[config.mk]
export PLATFORM = sky130hd
export DESIGN_NAME = hub75_bcm_scanner
export DESIGN_NICKNAME = d
export VERILOG_FILES = /design/src/rtl/hub75_pkg.sv /design/src/rtl/hub75_tick_gen.sv /design/src/rtl/hub75_bcm_scanner.sv
export SDC_FILE = /design/constraint.sdc
export NUM_CORES = 1
export LEC_CHECK = 0
export ABC_AREA = 1
export CAP_MARGIN = 15
export CORE_MARGIN = 1.5
export CORE_UTILIZATION = 30
export CTS_BUF_LIST = sky130_fd_sc_hd__clkbuf_16
export DETAILED_ROUTE_END_ITERATION = 6
export PLACE_DENSITY = 0.55
export SYNTH_ARGS = -nofsm -noshare
export SYNTH_HDL_FRONTEND = slang
export SYNTH_SLANG_ARGS = --single-unit
[constraint.sdc]
create_clock -name clk_in -period 13.2 [get_ports clk_in]
set_input_delay 3.3 -clock clk_in [delete_from_list [all_inputs] [get_ports clk_in]]
set_output_delay 3.3 -clock clk_in [all_outputs]
set_load 0.1 [all_outputs]
[src/rtl/hub75_pkg.sv]
// Shared types for the HUB75 bit-plane scanner: scan sequencer states and the
// six-bit upper/lower pixel pair as it arrives from the frame store.
package hub75_pkg;

   typedef enum logic [2:0] {
      IDLE,
      PRIME,
      CLK_LO,
      CLK_HI,
      BLANK,
      LATCH,
      DISPLAY
   } scan_state_t;

   typedef struct packed {
      logic r1;
      logic g1;
      logic b1;
      logic r2;
      logic g2;
      logic b2;
   } rgb_pair_t;

endpackage

[src/rtl/hub75_tick_gen.sv]
// Free-running prescaler: tick is high for one clk_in cycle in every CLK_DIV.
module hub75_tick_gen
   import hub75_pkg::*;
#(
   parameter int CLK_DIV = 4
) (
   input  logic clk_in,
   input  logic reset,
   output logic tick
);

   localparam int CW = (CLK_DIV > 1) ? $clog2(CLK_DIV) : 1;
   localparam logic [CW-1:0] LAST = CW'(CLK_DIV - 1);

   logic [CW-1:0] count;

   always_ff @(posedge clk_in) begin
      if (reset) begin
         count <= '0;
      end else if (count == LAST) begin
         count <= '0;
      end else begin
         count <= count + CW'(1);
      end
   end

   assign tick = (count == LAST);

endmodule

[src/rtl/hub75_bcm_scanner.sv]
// HUB75 scan driver: shifts one row of a bit-plane, blanks, latches, then shows
// it for BASE_TICKS<<plane ticks with OE pulse-width dimmed by brightness.
module hub75_bcm_scanner
   import hub75_pkg::*;
#(
   parameter int COLS       = 64,
   parameter int SCAN_ROWS  = 32,
   parameter int ADDR_W     = $clog2(SCAN_ROWS),
   parameter int PLANES     = 4,
   parameter int CLK_DIV    = 4,
   parameter int BASE_TICKS = 64,
   parameter int DEAD_TICKS = 2,
   localparam int COL_W     = $clog2(COLS),
   localparam int PLANE_W   = (PLANES > 1) ? $clog2(PLANES) : 1
) (
   input  logic               clk_in,
   input  logic               reset,
   input  logic               enable,
   input  logic [7:0]         brightness,
   output logic [COL_W-1:0]   rd_col,
   output logic [ADDR_W-1:0]  rd_row,
   output logic [PLANE_W-1:0] rd_plane,
   input  logic [5:0]         rd_data,
   output logic [ADDR_W-1:0]  row_addr,
   output logic               R1,
   output logic               G1,
   output logic               B1,
   output logic               R2,
   output logic               G2,
   output logic               B2,
   output logic               CLK,
   output logic               LAT,
   output logic               OE,
   output logic               frame_done,
   output logic               busy
);

   localparam int MAX_DUR = BASE_TICKS << (PLANES - 1);
   localparam int TW      = (MAX_DUR > 1) ? $clog2(MAX_DUR) : 1;
   localparam int MW      = TW + 9;
   localparam int DW      = (DEAD_TICKS > 1) ? $clog2(DEAD_TICKS) : 1;

   localparam logic [COL_W-1:0]   LAST_COL   = COL_W'(COLS - 1);
   localparam logic [ADDR_W-1:0]  LAST_ROW   = ADDR_W'(SCAN_ROWS - 1);
   localparam logic [PLANE_W-1:0] LAST_PLANE = PLANE_W'(PLANES - 1);
   localparam logic [DW-1:0]      LAST_DEAD  = DW'(DEAD_TICKS - 1);

   scan_state_t state, state_n;

   logic               tick;
   logic [COL_W-1:0]   col;
   logic [COL_W:0]     col_p2;
   logic [ADDR_W-1:0]  row, row_adv;
   logic [PLANE_W-1:0] plane, plane_adv;
   logic [DW-1:0]      dead_cnt;
   logic [TW-1:0]      timer, timer_d;
   logic [TW:0]        dur, on_ticks, on_d, on_calc;
   logic [MW-1:0]      prod;
   logic               plane_last, row_last, disp_last;
   logic               clk_d, lat_d, oe_d;
   rgb_pair_t          pix;

   hub75_tick_gen #(.CLK_DIV(CLK_DIV)) u_tick (
      .clk_in (clk_in),
      .reset  (reset),
      .tick   (tick)
   );

   assign dur     = (TW+1)'(BASE_TICKS) << plane;
   assign prod    = MW'(dur) * (MW'(brightness) + MW'(1));
   assign on_calc = (TW+1)'(prod >> 8);

   assign plane_last = (plane == LAST_PLANE);
   assign row_last   = (row == LAST_ROW);
   assign plane_adv  = plane_last ? '0 : plane + PLANE_W'(1);
   assign row_adv    = !plane_last ? row : (row_last ? '0 : row + ADDR_W'(1));
   assign disp_last  = (state == DISPLAY) && ({1'b0, timer} == dur - (TW+1)'(1));
   assign col_p2     = {1'b0, col} + (COL_W+1)'(2);

   // Values the slot timer and on-time will hold after this tick; the pins are
   // registered from them so they line up with the state being entered.
   assign timer_d = (state == LATCH)   ? '0 :
                    (state == DISPLAY) ? timer + TW'(1) : timer;
   assign on_d    = (state == LATCH) ? on_calc : on_ticks;

   assign busy = (state != IDLE);
   assign {R1, G1, B1, R2, G2, B2} = pix;

   always_ff @(posedge clk_in) begin
      if (reset) begin
         state <= IDLE;
      end else begin
         state <= state_n;
      end
   end

   always_comb begin
      state_n = state;
      if (tick) begin
         case (state)
            IDLE:    if (enable) state_n = PRIME;
            PRIME:   state_n = CLK_LO;
            CLK_LO:  state_n = CLK_HI;
            CLK_HI:  state_n = (col == LAST_COL) ? BLANK : CLK_LO;
            BLANK:   if (dead_cnt == LAST_DEAD) state_n = LATCH;
            LATCH:   state_n = DISPLAY;
            DISPLAY: if (disp_last) state_n = enable ? PRIME : IDLE;
            default: state_n = IDLE;
         endcase
      end
   end

   always_comb begin
      clk_d = 1'b0;
      lat_d = 1'b0;
      oe_d  = 1'b1;
      case (state_n)
         CLK_HI:  clk_d = 1'b1;
         LATCH:   lat_d = 1'b1;
         DISPLAY: oe_d  = ({1'b0, timer_d} >= on_d);
         default: ;
      endcase
   end

   // Read addresses run one column ahead of the pins so rd_data has a full
   // tick to settle before it is captured on entry to CLK_LO.
   always_ff @(posedge clk_in) begin
      if (reset) begin
         col        <= '0;
         row        <= '0;
         plane      <= '0;
         dead_cnt   <= '0;
         timer      <= '0;
         on_ticks   <= '0;
         rd_col     <= '0;
         rd_row     <= '0;
         rd_plane   <= '0;
         row_addr   <= '0;
         pix        <= '0;
         CLK        <= 1'b0;
         LAT        <= 1'b0;
         OE         <= 1'b1;
         frame_done <= 1'b0;
      end else begin
         frame_done <= 1'b0;
         if (tick) begin
            CLK      <= clk_d;
            LAT      <= lat_d;
            OE       <= oe_d;
            timer    <= timer_d;
            on_ticks <= on_d;
            case (state)
               IDLE: begin
                  if (enable) begin
                     rd_col   <= '0;
                     rd_row   <= row;
                     rd_plane <= plane;
                  end
               end
               PRIME: begin
                  col    <= '0;
                  rd_col <= COL_W'(1);
                  pix    <= rgb_pair_t'(rd_data);
               end
               CLK_HI: begin
                  if (col == LAST_COL) begin
                     dead_cnt <= '0;
                     row_addr <= row;
                  end else begin
                     col    <= col + COL_W'(1);
                     rd_col <= (col_p2 > (COL_W+1)'(COLS - 1)) ? LAST_COL : col_p2[COL_W-1:0];
                     pix    <= rgb_pair_t'(rd_data);
                  end
               end
               BLANK: begin
                  if (dead_cnt != LAST_DEAD) dead_cnt <= dead_cnt + DW'(1);
               end
               DISPLAY: begin
                  if (disp_last) begin
                     plane      <= plane_adv;
                     row        <= row_adv;
                     frame_done <= plane_last && row_last;
                     if (enable) begin
                        rd_col   <= '0;
                        rd_row   <= row_adv;
                        rd_plane <= plane_adv;
                     end
                  end
               end
               default: ;
            endcase
         end
      end
   end

endmodule
==> results of run 1 <==
[layout make-up]
| type | instances | area share [%] |
|---|---|---|
| timing repair buffer | 46 | 8.18 |
| clock inverter | 6 | 0.492 |
| tap | 211 | 4.72 |
| inverter | 86 | 5.77 |
| multi-input combinational | 490 | 53.2 |
| sequential | 66 | 23.6 |
| clock buffer | 9 | 4.02 |
[where the power goes]
part	switching [mW]	total, mW	internal (mW)
clock network	0.0849	0.208	0.123
logic	0.0199	0.0308	0.0110
registers	0.000756	0.201	0.201
[worst paths after layout]
check        cells past startpoint                         end  slack [ns]
min reg2reg                      1  u_tick.count[0]$_SDFF_PP0_        0.43
min                              1  u_tick.count[0]$_SDFF_PP0_        0.43
max reg2reg                     27             OE$_SDFFE_PP1P_        8.21
max                             30             OE$_SDFFE_PP1P_        5.06
[cells in the final DEF, fill, tap and decap left out, types with 2 or more instances in the layout]
cell type          n
a21oi_1           40
clkbuf_16          9
nor2_2             3
inv_2              5
xor2_1             9
nor2_1            64
nor3_4             2
nand4_1            5
o21ai_0           36
inv_1             83
o21ai_1            8
fa_1              14
nand2_2            3
nor3_1            10
xnor2_1            4
ha_1              52
a21oi_2            2
or2_2              7
o22ai_1           10
nor3_2             2
nand2_1          168
nand3_1           33
dfxtp_1           66
a31oi_1            2
a22o_1             2
clkdlybuf4s50_1   45
clkinv_1           2
[per-layer routing]
layer | GRT usage, % | part of all wire, % | up-vias
met5 | 0 | 0 | -
met4 | 5.35 | 1.2 | 0
met3 | 2.63 | 4.1 | 6
met2 | 22.2 | 44 | 64
met1 | 20.2 | 51 | 1815
li1 | - | - | 2232
[sequential cells by signal, summed over array words and instances (netlist names), 2 cells and up]
name	count
row_addr	5
col	6
rd_col	6
rd_plane	2
on_ticks	10
rd_row	5
row	5
state	3
timer	9
u_tick.count	2
plane	2
[worst max-delay path: cells and delay by family]
kind            cells  cell delay, ns
compound gates      3            0.45
xor+xnor            2            0.40
fa+ha+maj           7            2.36
buf+inv             4            0.69
simple gates       14            1.17
[logic make-up after synthesis]
kind of cell,after synthesis
flip-flops,66
AO/OA/AOI/OAI,107
adder cells (fa/ha/maj),66
XOR/XNOR,13
AND/OR/NAND/NOR,303
multiplexers,1
buffers and inverters,103
[stage by stage]
step | hold WS (ns) | cell area, um2
2_1_floorplan | 0.399 | 4710
4_1_cts | 0.429 | 5600
5_1_grt | 0.447 | 5600
3_5_place_dp | 0.421 | 5350
6_report | 0.425 | 5600
3_3_place_gp | 0.421 | 5350
==> results.ini, run 1 <==
[finish]
fill_cells=1624
final_util_pct=36.7
num_antenna_cells=0
regArea_mm2=0.00132
final_cells=914
fin_nets=782
multi_input_area_mm2=0.00298
syn2layout_area_growth_pct=18.9
drive_gt1_share_pct=6.12

[synthesis]
synth_common_cells=nand2_1 (168), inv_1 (81), dfxtp_1 (66)
ys_warn_count=0
synth_fa_ha_area_share_pct=19.8
synth_top_family_by_area=simple AND/OR/NAND/NOR gates
yosysTopAreaCell=dfxtp_1
ys_seq_area_share_pct=28.1
synth_edf_count=0
synth-async-reset-ratio_pct=0
synth.distinct_cells=42
synth_flop_cell=dfxtp_1
synth-compound-area-share_pct=12.7
yosysMostFrequentCell=nand2_1
synthTopCellsByArea=dfxtp_1 (28%), ha_1 (14%), nand2_1 (13%)
synthMuxAreaShare_pct=0.213
ys_ff_latch=66
synthCells=659
yosys.area.top_type_share_pct=28.1
synthSimpleGateAreaFrac_pct=28.1
syn_avg_cell_area_um2=7.15
synth_xor_area_share_pct=2.42
netlist_area_mm2=0.00471
syn-num-nets=742

[placement]
globalplace.congestion=0.814
dp_cells=899
io_buffers=45
post-place-ws_ns=4.75
dp_hpwl_um=8390

[route]
vias=4117
first_pass_iters=5
drc=0
routedWlPerCell_um=12.0
routed_wl_um=10900
vias_per_cell=4.50
drt_iter0_markers=253
ant_nets=0

[cts]
htreeDepth=3
clk_latency_ns=0.34
cts.sinks=66
cts_root_buffer=clkbuf_16
clockBufferDepth=2
tritoncts=built
cts_buffers=9
hold_buffers=0
cts_setup_buffers=0
path_clk_slew_ns=0.05
post_cts_resized=0

[floorplanning]
dieWidth_um=128
initial_core_util_pct=30.9
rows=45
die_y_um=128
fp.coreArea_mm2=0.0153
die-area_mm2=0.0165
io_pins=46

[sta]
tightest_slew_ns=1.01
final_max_slew_viol_count=0
tns_ns=0
fin_crit_ns=8.14
worst_slack_ns=5.06
max-slew-margin-rel_pct=32.2
rsz0062_at_grt=false
fmax_ghz=0.123
finalCritPeriodShare_pct=61.6
setup_viol=0
finClkSkew_ns=0.00587
hold_viol_final=0

[hold_path]
hold_class=reg -> reg
min_from=u_tick.count[0]$_SDFF_PP0_

[setup_path]
critical_path_required_ns=13.44
path_common_cell=nand2_1
crit_fanout=5
slowest_delay_ns=0.57
critPathLaunchType=input pin
r2r-start=plane[0]$_SDFFE_PP0P_
cp-end-kind=flop
critical-path-slowest-cell=clkdlybuf4s50_1
cp.arrival_ns=8.37
setup.worst_path.class=in -> reg
crit_start=brightness[0]

[global_route]
grt_antenna_before_repair=0
first_global_vias=3905
grt_use_total_pct=14.5
grt_pass1_wl_um=19000
globalRoute.totalOverflow=0
grt_max_degree=26

[outcome]
status=finished, final reports clean

[run]
maxCapViolCount=0

[power]
irDropWorstVdd_mv=0.0530
p_total_uw=440
power_density_mw_per_mm2=78.5
leakagePower_nw=2.49

(Power assumes the default switching activity.)
==> run 2, diff against run 1 <==
--- a/config.mk
+++ b/config.mk
@@ -11,7 +11,7 @@
 export CORE_UTILIZATION = 30
 export CTS_BUF_LIST = sky130_fd_sc_hd__clkbuf_16
 export DETAILED_ROUTE_END_ITERATION = 6
-export PLACE_DENSITY = 0.55
+export PLACE_DENSITY = 0.57
 export SYNTH_ARGS = -nofsm -noshare
 export SYNTH_HDL_FRONTEND = slang
 export SYNTH_SLANG_ARGS = --single-unit
==> constraint.sdc (replaced) <==
create_clock -name clk_in -period 6.92 [get_ports clk_in]
set_input_delay 1.73 -clock clk_in [delete_from_list [all_inputs] [get_ports clk_in]]
set_output_delay 1.73 -clock clk_in [all_outputs]
set_load 0.1 [all_outputs]
==> results.ini, run 2 (synthesized netlist as in run 1, its figures left out) <==
[outcome]
status=finished, final reports clean

[sta]
fin_crit_ns=6.45
rsz0062_at_grt=false
tns_ns=0
tightest_slew_ns=0.998
hold-worst-slack_ns=0.424
fmax_ghz=0.155
finClkSkew_ns=0.00585
finalCritPeriodShare_pct=93.1
final_max_slew_viol_count=0
max-slew-margin-rel_pct=33.3
hold_viol_final=0
setup_viol=0

[route]
vias_per_cell=4.55
ant_nets=0
drt_iter0_markers=285
routedWlPerCell_um=12.0
drc=0
vias=4186
routed_wl_um=11000
first_pass_iters=5

[cts]
cts_buffers=9
post_cts_resized=0
path_clk_slew_ns=0.05
clockBufferDepth=2
cts_setup_buffers=0
htreeDepth=3
cts_root_buffer=clkbuf_16
tritoncts=built
cts.sinks=66
hold_buffers=0
clk_latency_ns=0.33

[floorplanning]
die_y_um=128
dieWidth_um=128
fp.coreArea_mm2=0.0153
die-area_mm2=0.0165
io_pins=46
initial_core_util_pct=30.9
rows=45

[finish]
fin_nets=787
final_common_cell=nand2_1
most-common-layout-cells=nand2_1 (168), inv_1 (83), dfxtp_1 (66)
largest_register=on_ticks
top_regs=on_ticks x10, timer x9
largest_reg_flops=10
num_antenna_cells=0
syn2layout_area_growth_pct=19.9
drive_gt1_share_pct=7.19

[setup_path]
slowest_delay_ns=0.57
r2r_cells=27
critPathLaunchType=input pin
rrSetupSlack_ns=1.84
r2r-start=plane[0]$_SDFFE_PP0P_
critical-path-slowest-cell=clkdlybuf4s50_1
cp-end-kind=flop
cp.arrival_ns=6.68
setup.worst_path.class=in -> reg
crit_fanout=4
path_buf_inv=4
critical-path-top-delay-family=adder cells
critical_path_required_ns=7.15
path_common_cell=nand2_1
timing.rr.end=OE$_SDFFE_PP1P_

[power]
irDropWorstVdd_mv=0.107
power_density_mw_per_mm2=151
switching_share_pct=24.6
power.internal_uw=643
seqPwrFrac_pct=45.0
p_switching_uw=210
leakagePower_nw=2.53
clkPwrFrac_pct=47.7
p_comb_share_pct=7.3

[global_route]
globalRoute.totalOverflow=0
grt_use_total_pct=14.2
grt_antenna_before_repair=0
grt_pass1_wl_um=18800
first_global_vias=3886
grt_max_degree=26

[hold_path]
min_from=u_tick.count[0]$_SDFF_PP0_
worst_hold_path.num_cells=1
worstHoldEndpoint=u_tick.count[0]$_SDFF_PP0_
hold_class=reg -> reg

[placement]
globalplace.congestion=0.813
io_buffers=45
dp_hpwl_um=8420

[run]
maxCapViolCount=0

## run 2: cell count changes in the layout (fill, tap and decap cells not counted), sizes merged
| cell | previous run | this run |
|---|---|---|
| buf | 1 | 6 |
| clkinv | 3 | 4 |
## run 2: final cells by class
cell class / count / area (um2)
well taps: 211 / 264
repair buffers: 51 / 495
multi-input cells: 490 / 2980
flip-flops and latches: 66 / 1320
fillers: 1609 / 9610
inverters: 86 / 323
clock buffers: 9 / 225
clock inverters: 7 / 38.8
## run 2: per-layer routing
layer | wire length, um | up-vias | global-route usage (%)
met3 | 288 | 12 | 2.59
met1 | 5830 | 1872 | 20.0
met5 | 0 | - | 0
met4 | 174 | 0 | 4.16
met2 | 4730 | 61 | 22.0
li1 | - | 2241 | -
## run 2: worst reg2reg max path, stage by stage, from the launching register on
cell and delay [ns]:
dfxtp_1 0.39, ha_1 0.45, inv_1 0.33, nor2_1 0.20
fa_1 0.44, ha_1 0.31, ha_1 0.27, inv_1 0.05
fa_1 0.53, inv_1 0.04, ha_1 0.34, a21oi_1 0.16
nand2_1 0.10, nand2_1 0.09, nand2_1 0.05, a21oi_1 0.14
xor2_1 0.15, nand2_1 0.06, nand2_1 0.10, ha_1 0.24
a21oi_1 0.16, nand2_1 0.07, nand2_1 0.05, nand2_1 0.04
nand2_1 0.06, nand3_1 0.07, nand2_1 0.06, inv_1 0.03
## run 2: how the worst max path moves through the flow
stage / start / end / slack [ns] / cells past startpoint
final: brightness[0] / OE$_SDFFE_PP1P_ / 0.47 / 30
after global routing: brightness[0] / OE$_SDFFE_PP1P_ / 0.06 / 32
after CTS: brightness[0] / OE$_SDFFE_PP1P_ / 0.44 / 25
after detailed placement: brightness[0] / OE$_SDFFE_PP1P_ / 0.11 / 25
after global placement: brightness[0] / OE$_SDFFE_PP1P_ / 0.18 / 25
after floorplan: brightness[0] / OE$_SDFFE_PP1P_ / 0.97 / 29
## run 2: power groups by stage
stage	clock network, mW	registers (mW)	logic [mW]
detailed placement	0	0.392	0.0619
global route	0.432	0.384	0.0692
finish	0.407	0.384	0.0622
CTS	0.416	0.384	0.0628
global placement	0	0.392	0.0624
floorplan	0	0.394	0.0342
## run 2: per-stage QoR
stage / cells / utilization (%) / cell area (um2) / total power, mW / setup WS [ns]
3_5_place_dp: 904 / 35.3 / 5380 / 0.454 / 0.110
3_3_place_gp: 904 / 35.3 / 5380 / 0.454 / 0.180
4_1_cts: 920 / 37.0 / 5650 / 0.862 / 0.438
2_1_floorplan: 659 / - / 4710 / 0.428 / 0.969
5_1_grt: 920 / 37.0 / 5650 / 0.885 / 0.0599
6_report: 920 / 37.0 / 5650 / 0.853 / 0.474
